**config.mk**
```make
export PLATFORM = sky130hd
export DESIGN_NAME = pipelined_adder_tree
export DESIGN_NICKNAME = d
export VERILOG_FILES = /design/src/rtl/adder_tree_pkg.sv /design/src/rtl/adder_tree_level.sv /design/src/rtl/pipelined_adder_tree.sv
export SDC_FILE = /design/constraint.sdc
export NUM_CORES = 1
export LEC_CHECK = 0
export CAP_MARGIN = 20
export CORE_MARGIN = 8
export CORE_UTILIZATION = 35
export CTS_CLUSTER_DIAMETER = 200
export CTS_CLUSTER_SIZE = 14
export DETAILED_ROUTE_END_ITERATION = 10
export GPL_TIMING_DRIVEN = 0
export PLACE_DENSITY_LB_ADDON = 0.2
export SETUP_SLACK_MARGIN = 0.5
export SYNTH_ARGS = -nofsm -noshare
export SYNTH_HDL_FRONTEND = slang
export SYNTH_SLANG_ARGS = --single-unit
```
**constraint.sdc**
```tcl
create_clock -name clk -period 5.6 [get_ports clk]
set_input_delay 1.12 -clock clk [delete_from_list [all_inputs] [get_ports clk]]
set_output_delay 1.12 -clock clk [all_outputs]
set_load 0.02 [all_outputs]
```
**src/rtl/adder_tree_pkg.sv**
```systemverilog
// Shared constants and elaboration-time helpers for the pipelined adder tree.
package adder_tree_pkg;

   // Largest supported operand count.
   localparam int unsigned MAX_NUM_INPUTS = 256;

   // Ceiling log2, evaluated at elaboration.
   function automatic int unsigned clog2(input int unsigned value);
      int unsigned r;
      r = 0;
      for (int unsigned i = 0; i < 32; i++) begin
         if ((64'd1 << i) < 64'(value)) r = i + 1;
      end
      return r;
   endfunction

   // Width of a level-k partial sum: one carry bit gained per level.
   function automatic int unsigned level_width(input int unsigned adder_width,
                                               input int unsigned k);
      return adder_width + k;
   endfunction

   // True when n is a non-zero power of two.
   function automatic bit is_pow2(input int unsigned n);
      return (n != 0) && ((n & (n - 1)) == 0);
   endfunction

   // Total bits held by level k (entries times entry width).
   function automatic int unsigned level_bits(input int unsigned n,
                                              input int unsigned adder_width,
                                              input int unsigned k);
      return (n >> k) * level_width(adder_width, k);
   endfunction

   // Bit offset of level k inside the flattened all-levels bus.
   function automatic int unsigned level_offset(input int unsigned n,
                                                input int unsigned adder_width,
                                                input int unsigned k);
      int unsigned off;
      off = 0;
      for (int unsigned j = 0; j < k; j++) off += level_bits(n, adder_width, j);
      return off;
   endfunction

endpackage

```
**src/rtl/adder_tree_level.sv**
```systemverilog
// One registered adder level: N_IN/2 pairwise adders feeding a valid-tagged register.
module adder_tree_level
   import adder_tree_pkg::*;
#(
   parameter  int unsigned IN_WIDTH  = 11,
   parameter  int unsigned N_IN      = 8,
   localparam int unsigned OUT_WIDTH = level_width(IN_WIDTH, 1),
   localparam int unsigned N_OUT     = N_IN / 2
) (
   input  logic                         clk,
   input  logic                         rst,
   input  logic                         i_valid,
   input  logic [N_IN*IN_WIDTH-1:0]     i_data,
   input  logic                         i_adv,
   output logic                         o_valid,
   output logic [N_OUT*OUT_WIDTH-1:0]   o_data
);

   logic [N_OUT*OUT_WIDTH-1:0] w_sum;
   logic [N_OUT*OUT_WIDTH-1:0] r_data;
   logic                       r_valid;

   // Pairwise zero-extended sums of entries 2j and 2j+1.
   always_comb begin
      w_sum = '0;
      for (int j = 0; j < int'(N_OUT); j++) begin
         w_sum[j*OUT_WIDTH +: OUT_WIDTH] =
            OUT_WIDTH'(i_data[(2*j)*IN_WIDTH +: IN_WIDTH]) +
            OUT_WIDTH'(i_data[(2*j+1)*IN_WIDTH +: IN_WIDTH]);
      end
   end

   // Stage register: advances with the pipe, data only captured for a valid beat.
   always_ff @(posedge clk or posedge rst) begin
      if (rst) begin
         r_valid <= 1'b0;
         r_data  <= '0;
      end else if (i_adv) begin
         r_valid <= i_valid;
         if (i_valid) r_data <= w_sum;
      end
   end

   assign o_valid = r_valid;
   assign o_data  = r_data;

endmodule

```
**src/rtl/pipelined_adder_tree.sv**
```systemverilog
// Fully pipelined valid/ready binary adder tree summing NUM_INPUTS unsigned operands per beat.
module pipelined_adder_tree
   import adder_tree_pkg::*;
#(
   parameter  int unsigned ADDER_WIDTH = 11,
   parameter  int unsigned NUM_INPUTS  = 8,
   localparam int unsigned LEVELS      = clog2(NUM_INPUTS),
   localparam int unsigned SUM_WIDTH   = level_width(ADDER_WIDTH, LEVELS)
) (
   input  logic                              clk,
   input  logic                              rst,
   input  logic                              in_valid,
   output logic                              in_ready,
   input  logic [NUM_INPUTS*ADDER_WIDTH-1:0] in_data,
   output logic                              out_valid,
   input  logic                              out_ready,
   output logic [SUM_WIDTH-1:0]              out_sum
);

   localparam int unsigned IN_BITS   = NUM_INPUTS * ADDER_WIDTH;
   localparam int unsigned TREE_BITS = level_offset(NUM_INPUTS, ADDER_WIDTH, LEVELS + 1);
   localparam int unsigned SUM_OFF   = level_offset(NUM_INPUTS, ADDER_WIDTH, LEVELS);

   // Reject unsupported parameterisations at elaboration.
   generate
      if (!is_pow2(NUM_INPUTS) || (NUM_INPUTS < 2) || (NUM_INPUTS > MAX_NUM_INPUTS) ||
          (ADDER_WIDTH < 1)) begin : g_bad_params
         $error("pipelined_adder_tree: NUM_INPUTS must be a power of two in 2..256 and ADDER_WIDTH >= 1");
      end
   endgenerate

   // All stage data, level 0 (operands) in the low bits, final sum in the high bits.
   logic [TREE_BITS-1:0] w_tree;
   logic [LEVELS:0]      w_valid;
   logic [LEVELS+1:0]    w_adv;

   logic                 r_s0_valid;
   logic [IN_BITS-1:0]   r_s0_data;

   // Back-to-front advance chain: an empty stage always loads, a full one waits on its successor.
   always_comb begin
      w_adv = '0;
      w_adv[LEVELS+1] = out_ready;
      for (int s = int'(LEVELS); s >= 0; s--) begin
         w_adv[s] = ~w_valid[s] | w_adv[s+1];
      end
   end

   // Stage 0 operand register.
   always_ff @(posedge clk or posedge rst) begin
      if (rst) begin
         r_s0_valid <= 1'b0;
         r_s0_data  <= '0;
      end else if (w_adv[0]) begin
         r_s0_valid <= in_valid;
         if (in_valid) r_s0_data <= in_data;
      end
   end

   assign w_valid[0]            = r_s0_valid;
   assign w_tree[0 +: IN_BITS]  = r_s0_data;

   // Adder levels 1..LEVELS, each halving the entry count and widening by one bit.
   generate
      for (genvar k = 1; k <= int'(LEVELS); k++) begin : g_level
         localparam int unsigned IN_W    = level_width(ADDER_WIDTH, k - 1);
         localparam int unsigned N_IN    = NUM_INPUTS >> (k - 1);
         localparam int unsigned IN_OFF  = level_offset(NUM_INPUTS, ADDER_WIDTH, k - 1);
         localparam int unsigned OUT_OFF = level_offset(NUM_INPUTS, ADDER_WIDTH, k);
         localparam int unsigned OUT_B   = level_bits(NUM_INPUTS, ADDER_WIDTH, k);

         adder_tree_level #(
            .IN_WIDTH (IN_W),
            .N_IN     (N_IN)
         ) u_level (
            .clk     (clk),
            .rst     (rst),
            .i_valid (w_valid[k-1]),
            .i_data  (w_tree[IN_OFF +: N_IN*IN_W]),
            .i_adv   (w_adv[k]),
            .o_valid (w_valid[k]),
            .o_data  (w_tree[OUT_OFF +: OUT_B])
         );
      end
   endgenerate

   assign in_ready  = w_adv[0];
   assign out_valid = w_valid[LEVELS];
   assign out_sum   = w_tree[SUM_OFF +: SUM_WIDTH];

endmodule

```
==> impl_metrics.py, run 1 <==
metrics = {
    "run_status": {
        "status": "complete, no violations",
    },
    "setup_path": {
        "slowest_delay_ns": 0.64,
        "rr_endpoint": "r_s0_data[1]",
        "crit_arrival_ns": 2.91,
        "path_delay_family": "buffers and inverters",
        "startpoint_type": "input pin",
        "rrSetupSlack_ns": 3.15,
        "critPathSlowestCell": "clkdlybuf4s50_1",
        "crit_required_ns": 4.48,
        "critPathBufInv": 2,
        "reg2reg_from": "g_level[3].u_level.o_valid",
        "cpMostUsedCell": "clkdlybuf4s50_1",
        "end_kind": "output pin",
        "worstSetupPathType": "input pin to output pin",
        "crit_chain": "clkdlybuf4s50_1 -> nor2b_1 -> nand4_1 -> clkdlybuf4s50_1",
        "rr_worst_depth": 6,
        "worstPathMaxFanout": 3,
    },
    "power_and_ir_drop": {
        "powerDensity_nw_per_um2": 501,
        "p_sw_uw": 2260,
        "intPower_uw": 3720,
        "combPwrFrac_pct": 46.0,
        "ir_drop_mv": 0.174,
        "pwr-share-clk_pct": 20.8,
        "power.leakage_uw": 0.00529,
        "pwr-share-seq_pct": 33.3,
        "p_sw_share_pct": 37.8,
    },
    "synth": {
        "synth-async-reset-ratio_pct": 100,
        "ys_seq_area_share_pct": 46.4,
        "synth-seq-cells": 180,
        "syn-num-nets": 1071,
        "syn_area_um2": 9710,
        "synthFlopType": "dfrtp_1",
        "ys_warn_count": 0,
        "synth.distinct_cells": 49,
        "syn_inst": 891,
        "synth-edff-count": 0,
        "syn_avg_cell_area_um2": 10.9,
    },
    "clock_tree": {
        "clk_latency_ns": 0.43,
        "cts_buffer_depth": 2,
        "cts_root_buf": "clkbuf_16",
        "numCtsBuffers": 17,
        "cts_sinks": 180,
        "cts_tree": "built",
        "htreeDepth": 4,
        "cts_resized": 0,
        "ctsHoldBuffers": 0,
        "cts_setup_buffers": 0,
        "clkTransAtPathRegs_ns": 0.07,
    },
    "cells_and_area": {
        "antennaDiodeCount": 0,
        "final_cells": 1412,
        "finalInstanceArea_um2": 11900,
        "area_growth_pct": 23.0,
        "layout.nets": 1201,
        "final_common_cell": "dfrtp_1",
        "fill_cells": 2656,
        "final_cell_mix": "dfrtp_1, nand2_1, clkdlybuf4s50_1, mux2_1, ha_1",
        "post-route-util_pct": 43.3,
        "drive_gt1_share_pct": 6.00,
    },
    "detailed_routing": {
        "drt_first_pass_iters": 4,
        "drt-total-wl_um": 20900,
        "drtIter0Drc": 253,
        "drc": 0,
        "antenna_left": 0,
        "num_vias": 6710,
        "via_per_inst": 4.75,
        "routedWlPerCell_um": 14.8,
    },
    "hold_path": {
        "hold_path_depth": 2,
        "worstHoldStart": "g_level[3].u_level.o_data[5]",
        "hp-class": "register to register",
        "whs_endpoint": "g_level[3].u_level.o_data[5]",
    },
    "placed_design": {
        "dpl_cell_area_um2": 11300,
        "place_inst": 1380,
        "portBuffers": 107,
        "hpwl_um": 16900,
        "finalWeightedCongestion": 0.801,
    },
    "global_routing": {
        "antenna_found_initial": 0,
        "grt_remaining_overflow": 0,
        "gr-usage-all-layers_pct": 13.1,
        "grt_pass1_vias": 6915,
        "grt_first_pass_wirelength_um": 35200,
        "grt_start_max_net_pins": 41,
    },
    "timing": {
        "slew_headroom_pct": 40.1,
        "layout_min_cycle_time_ns": 4.03,
        "rsz0062_at_grt": "no",
        "worstMarginPinSlew_ns": 0.897,
        "timing.final.crit_share_pct": 72.0,
        "finalSetupTns_ns": 0,
        "slew_violations": 0,
        "hold_violations": 0,
        "finClkSkew_ns": 0.00855,
        "fmax_ghz": 0.248,
        "finalSetupViolCount": 0,
    },
    "floorplan": {
        "dieArea_um2": 33300,
        "io_pins": 108,
        "fp.dieH_um": 183,
        "fp-row-count": 61,
        "coreArea_um2": 27600,
        "die_w_um": 183,
        "start_util_pct": 35.2,
    },
    "flow_run": {
        "maxCapViolations": 0,
    },
}
==> cell type report <==
cell class	instances	area (um^2)	area share [%]
multi-input cells	662	5000	41.8
well taps	378	473	3.96
inverters	21	82.6	0.691
clock inverters	14	176	1.48
clock buffers	18	429	3.59
repair buffers	111	1150	9.64
plain buffers	28	131	1.10
flip-flops and latches	180	4500	37.7
==> state kept, by name, indices dropped and copies added (netlist names) <==
signal,cells
g_level.u_level.o_data,88
g_level.u_level.o_valid,3
r_s0_data,88
r_s0_valid,1
==> cells in the mapped netlist (all sizes together), types with 2 or more instances <==
master   count  area [um^2]
ha          81         1010
o21ai       89          445
nand3        9         45.0
a21boi       3         22.5
a21oi       43          219
nand2      109          409
a211oi       7         52.6
nor3b        5         37.5
mux2        94         1060
o31a         6         52.6
a41oi        4         35.0
nand2b      13         81.3
nor3         3         15.0
and2         2         12.5
a31oi        7         43.8
a2111oi      2         23.8
fa           7          140
o21a         9         67.6
o211ai       7         57.6
o31ai        2         15.0
xor2        23          201
a211o        2         17.5
buf         15         82.6
nor2        38          143
o2111ai      3         26.3
and3         2         12.5
a21o        29          219
nor2b        6         37.5
o21bai       9         67.6
inv         21         78.8
dfrtp      180         4500
clkbuf      13         48.8
xnor2       39          342
==> metrics by stage <==
step	power (uW)	hold WS (ns)	setup WS, ns
after floorplan	4040	0.450	2.17
after global placement	4750	0.464	0.566
after detailed placement	4800	0.478	1.68
after CTS	6080	0.494	1.66
after global routing	6500	0.511	1.53
final	5980	0.482	1.57
==> per-layer routing <==
metal,GRT usage [%],share of wire (%)
met1,18.6,52
met2,19.5,44
met3,3.22,3.3
met4,3.51,1.1
met5,0,0
==> worst max path at each step <==
stage                   start                      endpoint  slack, ns  depth (start not counted)
global route        out_ready                      in_ready       1.53                          4
detailed placement  out_ready                      in_ready       1.68                          4
finish              out_ready                      in_ready       1.57                          4
floorplan                 rst  g_level[1].u_level.o_data[0]       2.17                          1
global placement          rst                 r_s0_data[64]       0.57                          2
CTS                 out_ready                      in_ready       1.66                          4
==> kinds of logic after synthesis <==
logic type,synth area share (%)
flops,46.4
buf+inv,2.16
xor+xnor,5.59
simple gates,8.48
fa+ha+maj,11.9
mux,11.0
compound gates,14.5
==> worst register-to-register path: stages (launching register included) <==
cell     delay, ns
dfrtp_1       0.36
nor2b_1       0.43
nand4_1       0.33
nand2_1       0.35
buf_4         0.30
buf_4         0.24
mux2_1        0.34
==> power groups by stage <==
| stage | clock network [uW] | registers (uW) | logic [uW] |
|---|---|---|---|
| after CTS | 1280 | 2000 | 2800 |
| final | 1240 | 1990 | 2750 |
| after global routing | 1330 | 2050 | 3120 |
| after global placement | 0 | 2010 | 2740 |
| after detailed placement | 0 | 2020 | 2780 |
| after floorplan | 0 | 1970 | 2070 |
Power figures use the tool's default switching activity.
==> run 2: changes to the inputs <==
Clock period 5.6 ns to 3.5 ns, I/O delays scaled along.
==> impl_metrics.py, run 2 (synthesized netlist as in run 1, its figures left out) <==
metrics = {
    "cells_and_area": {
        "fill_cells": 2656,
        "multi_input_area_um2": 5000,
        "final_cells": 1412,
        "final_cell_mix": "dfrtp_1, nand2_1, clkdlybuf4s50_1, mux2_1, ha_1",
        "register_area_um2": 4500,
        "layout.nets": 1201,
        "final_common_cell": "dfrtp_1",
        "post-route-util_pct": 43.4,
        "area_growth_pct": 23.1,
        "drive_gt1_share_pct": 6.09,
        "finalInstanceArea_um2": 11900,
        "antennaDiodeCount": 0,
    },
    "power_and_ir_drop": {
        "pwr-share-seq_pct": 33.3,
        "power.leakage_uw": 0.00529,
        "ir_drop_mv": 0.278,
        "p_sw_uw": 3620,
        "combPwrFrac_pct": 46.0,
        "pwr-share-clk_pct": 20.7,
        "intPower_uw": 5950,
        "powerDensity_nw_per_um2": 801,
        "p_sw_share_pct": 37.8,
    },
    "global_routing": {
        "grt_pass1_vias": 6915,
        "grt_start_max_net_pins": 41,
        "gr-usage-all-layers_pct": 13.1,
        "grt_first_pass_wirelength_um": 35200,
        "antenna_found_initial": 0,
        "grt_remaining_overflow": 0,
    },
    "hold_path": {
        "whs_endpoint": "g_level[3].u_level.o_data[5]",
        "worstHoldStart": "g_level[3].u_level.o_data[5]",
        "hold_path_depth": 2,
        "hp-class": "register to register",
    },
    "clock_tree": {
        "cts_tree": "built",
        "clk_latency_ns": 0.43,
        "cts_sinks": 180,
        "htreeDepth": 4,
        "ctsHoldBuffers": 0,
        "cts_buffer_depth": 2,
        "clkTransAtPathRegs_ns": 0.07,
        "numCtsBuffers": 17,
        "cts_root_buf": "clkbuf_16",
    },
    "setup_path": {
        "critPathBufInv": 2,
        "rr_worst_depth": 8,
        "end_kind": "output pin",
        "rr_endpoint": "g_level[2].u_level.o_data[12]",
        "slowest_delay_ns": 0.43,
        "startpoint_type": "input pin",
        "worstPathMaxFanout": 3,
        "critPathSlowestCell": "clkdlybuf4s50_1",
        "worstSetupPathType": "input pin to output pin",
        "rrSetupSlack_ns": 1.08,
        "crit_required_ns": 2.80,
        "reg2reg_from": "g_level[1].u_level.o_data[12]",
        "crit_arrival_ns": 1.94,
        "crit_chain": "clkdlybuf4s50_1 -> nor2b_2 -> nand4_1 -> dlymetal6s2s_1",
        "path_delay_family": "buffers and inverters",
    },
    "timing": {
        "worstMarginPinSlew_ns": 0.894,
        "slew_violations": 0,
        "fmax_ghz": 0.378,
        "holdWs_ns": 0.482,
        "finalSetupTns_ns": 0,
        "hold_violations": 0,
        "layout_min_cycle_time_ns": 2.64,
        "slew_headroom_pct": 40.3,
        "timing.final.crit_share_pct": 75.6,
        "finClkSkew_ns": 0.00853,
        "finalSetupViolCount": 0,
        "rsz0062_at_grt": "no",
    },
    "run_status": {
        "status": "complete, no violations",
    },
    "floorplan": {
        "dieArea_um2": 33300,
        "fp-row-count": 61,
        "io_pins": 108,
        "fp.dieH_um": 183,
        "coreArea_um2": 27600,
        "die_w_um": 183,
        "start_util_pct": 35.2,
    },
    "detailed_routing": {
        "drtIter0Drc": 247,
        "antenna_left": 0,
        "routedWlPerCell_um": 14.8,
        "drc": 0,
        "drt-total-wl_um": 20900,
        "num_vias": 6704,
        "via_per_inst": 4.75,
        "drt_first_pass_iters": 4,
    },
    "placed_design": {
        "dpl_cell_area_um2": 11300,
        "place_inst": 1380,
        "finalWeightedCongestion": 0.801,
        "portBuffers": 107,
        "hpwl_um": 16900,
    },
    "flow_run": {
        "maxCapViolations": 0,
    },
}
==> run 2: worst max path at each step <==
| stage | depth (start not counted) | slack, ns | start | endpoint |
|---|---|---|---|---|
| global route | 4 | 0.76 | out_ready | in_ready |
| CTS | 4 | 0.53 | out_ready | in_ready |
| floorplan | 1 | 0.49 | rst | g_level[1].u_level.o_data[0] |
| detailed placement | 7 | 0.39 | out_ready | r_s0_data[9] |
| global placement | 2 | -1.11 | rst | r_s0_data[64] |
| finish | 4 | 0.86 | out_ready | in_ready |
==> run 2: cell type report <==
| cell class | instances | area share, % |
|---|---|---|
| Multi-Input combinational cell | 662 | 41.8 |
| Sequential cell | 180 | 37.7 |
| Timing Repair Buffer | 111 | 9.65 |
| Tap cell | 378 | 3.96 |
| Clock buffer | 18 | 3.59 |
| Clock inverter | 14 | 1.48 |
| Buffer | 28 | 1.10 |
| Inverter | 21 | 0.691 |
==> run 2: worst reg2reg max path: stages (launching register included) <==
cell and delay, ns:
dfrtp_1 0.40, ha_1 0.23, fa_1 0.43, a211o_1 0.29, o211ai_2 0.09, a21oi_2 0.09, o31a_1 0.32, a2111oi_2 0.38
nor2_1 0.08
==> run 2: per-stage QoR <==
| stage | setup slack [ns] | power (uW) |
|---|---|---|
| 2_1_floorplan | 0.491 | 6460 |
| 3_3_place_gp | -1.11 | 7600 |
| 3_5_place_dp | 0.387 | 7680 |
| 4_1_cts | 0.528 | 9720 |
| 5_1_grt | 0.761 | 10400 |
| 6_report | 0.855 | 9570 |
==> run 2: power groups by stage <==
stage          combinational (uW)  sequential [uW]  clock [uW]
6_report                     4400             3180        1990
4_1_cts                      4480             3200        2050
3_3_place_gp                 4380             3220           0
2_1_floorplan                3310             3150           0
3_5_place_dp                 4450             3230           0
5_1_grt                      5000             3280        2130
==> run 2: timing repair <==
item                       CTS  global route
pin swaps                    0             0
resized for setup            1             1
setup buffers                0             0
setup endpoints to repair    1             1
==> run 2: metal layers <==
metal  GRT usage, %  wire length (um)  vias up
met2           19.5              9160       89
li1               -                 -     3427
met3           3.22               824       13
met1           18.6             10700     3175
met4           3.51               227        0
met5              0                 0        -
==> run 3: changes to the inputs <==
Clock period 3.5 ns to 2.5 ns, I/O delays scaled along.
==> impl_metrics.py, run 3 (synthesized netlist as in run 1, its figures left out) <==
metrics = {
    "run_status": {
        "status": "complete, no violations",
    },
    "setup_path": {
        "reg2reg_from": "g_level[1].u_level.o_data[12]",
        "crit_chain": "ha_4 -> fa_2 -> a211o_1 -> o211ai_2 -> a21oi_2 -> o31a_1 -> a2111oi_4 -> nor2_1",
        "path_delay_family": "compound AO/OA/AOI/OAI gates",
        "critPathSlowestCell": "dfrtp_1",
        "slowest_delay_ns": 0.43,
        "rr_worst_depth": 8,
        "startpoint_type": "register",
        "critPathBufInv": 0,
        "worstPathMaxFanout": 3,
        "end_kind": "register",
        "rr_endpoint": "g_level[2].u_level.o_data[12]",
        "crit_arrival_ns": 2.51,
        "rrSetupSlack_ns": 0.30,
        "crit_required_ns": 2.81,
        "worstSetupPathType": "register to register",
    },
    "placed_design": {
        "dpl_cell_area_um2": 11300,
        "portBuffers": 107,
        "finalWeightedCongestion": 0.800,
        "hpwl_um": 16800,
        "place_inst": 1380,
    },
    "timing": {
        "finalSetupViolCount": 0,
        "slew_violations": 0,
        "timing.final.crit_share_pct": 87.8,
        "layout_min_cycle_time_ns": 2.20,
        "slew_headroom_pct": 60.4,
        "rsz0062_at_grt": "yes",
        "worstMarginPinSlew_ns": 0.593,
        "fmax_ghz": 0.455,
        "hold_violations": 0,
        "finClkSkew_ns": 0.0127,
    },
    "cells_and_area": {
        "antennaDiodeCount": 0,
        "final_cell_mix": "dfrtp_1, nand2_1, clkdlybuf4s50_1, mux2_1, ha_1",
        "finalInstanceArea_um2": 12400,
        "final_cells": 1427,
        "area_growth_pct": 27.4,
        "layout.nets": 1217,
        "final_common_cell": "dfrtp_1",
        "multi_input_area_um2": 5270,
        "drive_gt1_share_pct": 12.3,
        "fill_cells": 2663,
        "register_area_um2": 4500,
    },
    "clock_tree": {
        "cts_tree": "built",
        "cts_sinks": 180,
        "clkTransAtPathRegs_ns": 0.07,
        "cts_root_buf": "clkbuf_16",
        "htreeDepth": 4,
        "clk_latency_ns": 0.43,
        "numCtsBuffers": 17,
        "cts_buffer_depth": 2,
        "ctsHoldBuffers": 0,
    },
    "floorplan": {
        "coreArea_um2": 27600,
        "io_pins": 108,
        "dieArea_um2": 33300,
        "start_util_pct": 35.2,
        "fp.dieH_um": 183,
        "die_w_um": 183,
        "fp-row-count": 61,
    },
    "detailed_routing": {
        "drt-met1-wl_um": 10900,
        "via_per_inst": 4.78,
        "highest_layer": "met4",
        "antenna_left": 0,
        "routedWlPerCell_um": 15.1,
        "drt_first_pass_iters": 4,
        "drtIter0Drc": 248,
        "wl_met2_um": 9620,
        "drc": 0,
        "dr_wl_met3_um": 725,
        "drt-total-wl_um": 21500,
        "num_vias": 6818,
    },
    "hold_path": {
        "worstHoldStart": "g_level[3].u_level.o_data[2]",
        "hold_path_depth": 2,
        "whs_endpoint": "g_level[3].u_level.o_data[2]",
        "hp-class": "register to register",
    },
    "power_and_ir_drop": {
        "ir_drop_mv": 0.436,
        "p_sw_uw": 5310,
        "pwr-share-clk_pct": 19.6,
        "power.leakage_uw": 0.00541,
        "p_sw_share_pct": 37.9,
        "powerDensity_nw_per_um2": 1130,
        "combPwrFrac_pct": 48.4,
        "pwr-share-seq_pct": 32.0,
        "intPower_uw": 8720,
    },
    "global_routing": {
        "grt_pass1_vias": 7113,
        "gr-usage-all-layers_pct": 13.4,
        "grt_first_pass_wirelength_um": 36200,
        "antenna_found_initial": 0,
        "grt_start_max_net_pins": 42,
        "grt_remaining_overflow": 0,
    },
    "flow_run": {
        "maxCapViolations": 0,
    },
}
==> run 3: cell count changes in the layout (fill, tap and decap cells not counted), sizes merged <==
cell / previous run / this run
buf: 19 / 36
clkbuf: 31 / 36
inv: 24 / 21
clkinv: 5 / 3
clkdlybuf4s50: 106 / 105
clkinvlp: 3 / 2
dlygate4sd2: 0 / 1
dlymetal6s2s: 1 / 0
==> run 3: timing repair <==
action                                 in CTS  in global routing
setup endpoints to repair                 161                108
gates resized for setup                    39                 35
setup buffers                              10                  6
cloned                                      0                  0
endpoints found under the hold margin       0                  0
pin swaps                                  22                 28
==> run 3: final cells by class <==
cell class	instances	area share (%)
multi-input combinational	662	42.6
sequential	180	36.4
timing repair buffer	127	10.4
tap	378	3.82
clock buffer	23	3.78
buffer	28	1.29
clock inverter	8	1.01
inverter	21	0.668
==> run 3: through the flow <==
stage / total power, uW / hold slack [ns] / utilization [%] / setup TNS, ns / setup WS, ns
after floorplan: 9050 / 0.450 / - / -55.55 / -0.309
after CTS: 13900 / 0.488 / 44.1 / 0 / 0.199
after global routing: 15200 / 0.514 / 44.9 / 0 / 0.192
after detailed placement: 10700 / 0.472 / 41.2 / -25.65 / -0.350
final: 14000 / 0.479 / 44.9 / 0 / 0.304
after global placement: 10600 / 0.465 / 40.9 / -370.21 / -1.93
==> run 3: layer usage <==
layer | track usage [%] | vias up
li1 | - | 3449
met1 | 18.9 | 3250
met2 | 20.5 | 101
met3 | 2.27 | 18
met4 | 4.36 | 0
met5 | 0 | -
==> run 3: tightest hold or removal path: stages, from the launching register on <==
cell and delay, ns:
dfrtp_1 0.34, nand2_1 0.05, o21ai_0 0.06
==> run 3: power by group through the flow <==
stage          clock (uW)  sequential (uW)  combinational [uW]
4_1_cts              2840             4480                6560
6_report             2750             4490                6790
3_5_place_dp            0             4520                6220
3_3_place_gp            0             4500                6140
5_1_grt              2940             4610                7680
2_1_floorplan           0             4410                4630
==> run 3: worst max-delay path by stage <==
| stage | startpoint | to | slack [ns] | depth (start not counted) |
|---|---|---|---|---|
| after floorplan | rst | g_level[1].u_level.o_data[0] | -0.31 | 1 |
| after global placement | rst | r_s0_data[63] | -1.93 | 2 |
| after detailed placement | out_ready | r_s0_data[2] | -0.35 | 7 |
| after CTS | g_level[1].u_level.o_data[0] | g_level[2].u_level.o_data[12] | 0.20 | 8 |
| after global routing | g_level[1].u_level.o_data[12] | g_level[2].u_level.o_data[12] | 0.19 | 8 |
| final | g_level[1].u_level.o_data[12] | g_level[2].u_level.o_data[12] | 0.30 | 8 |
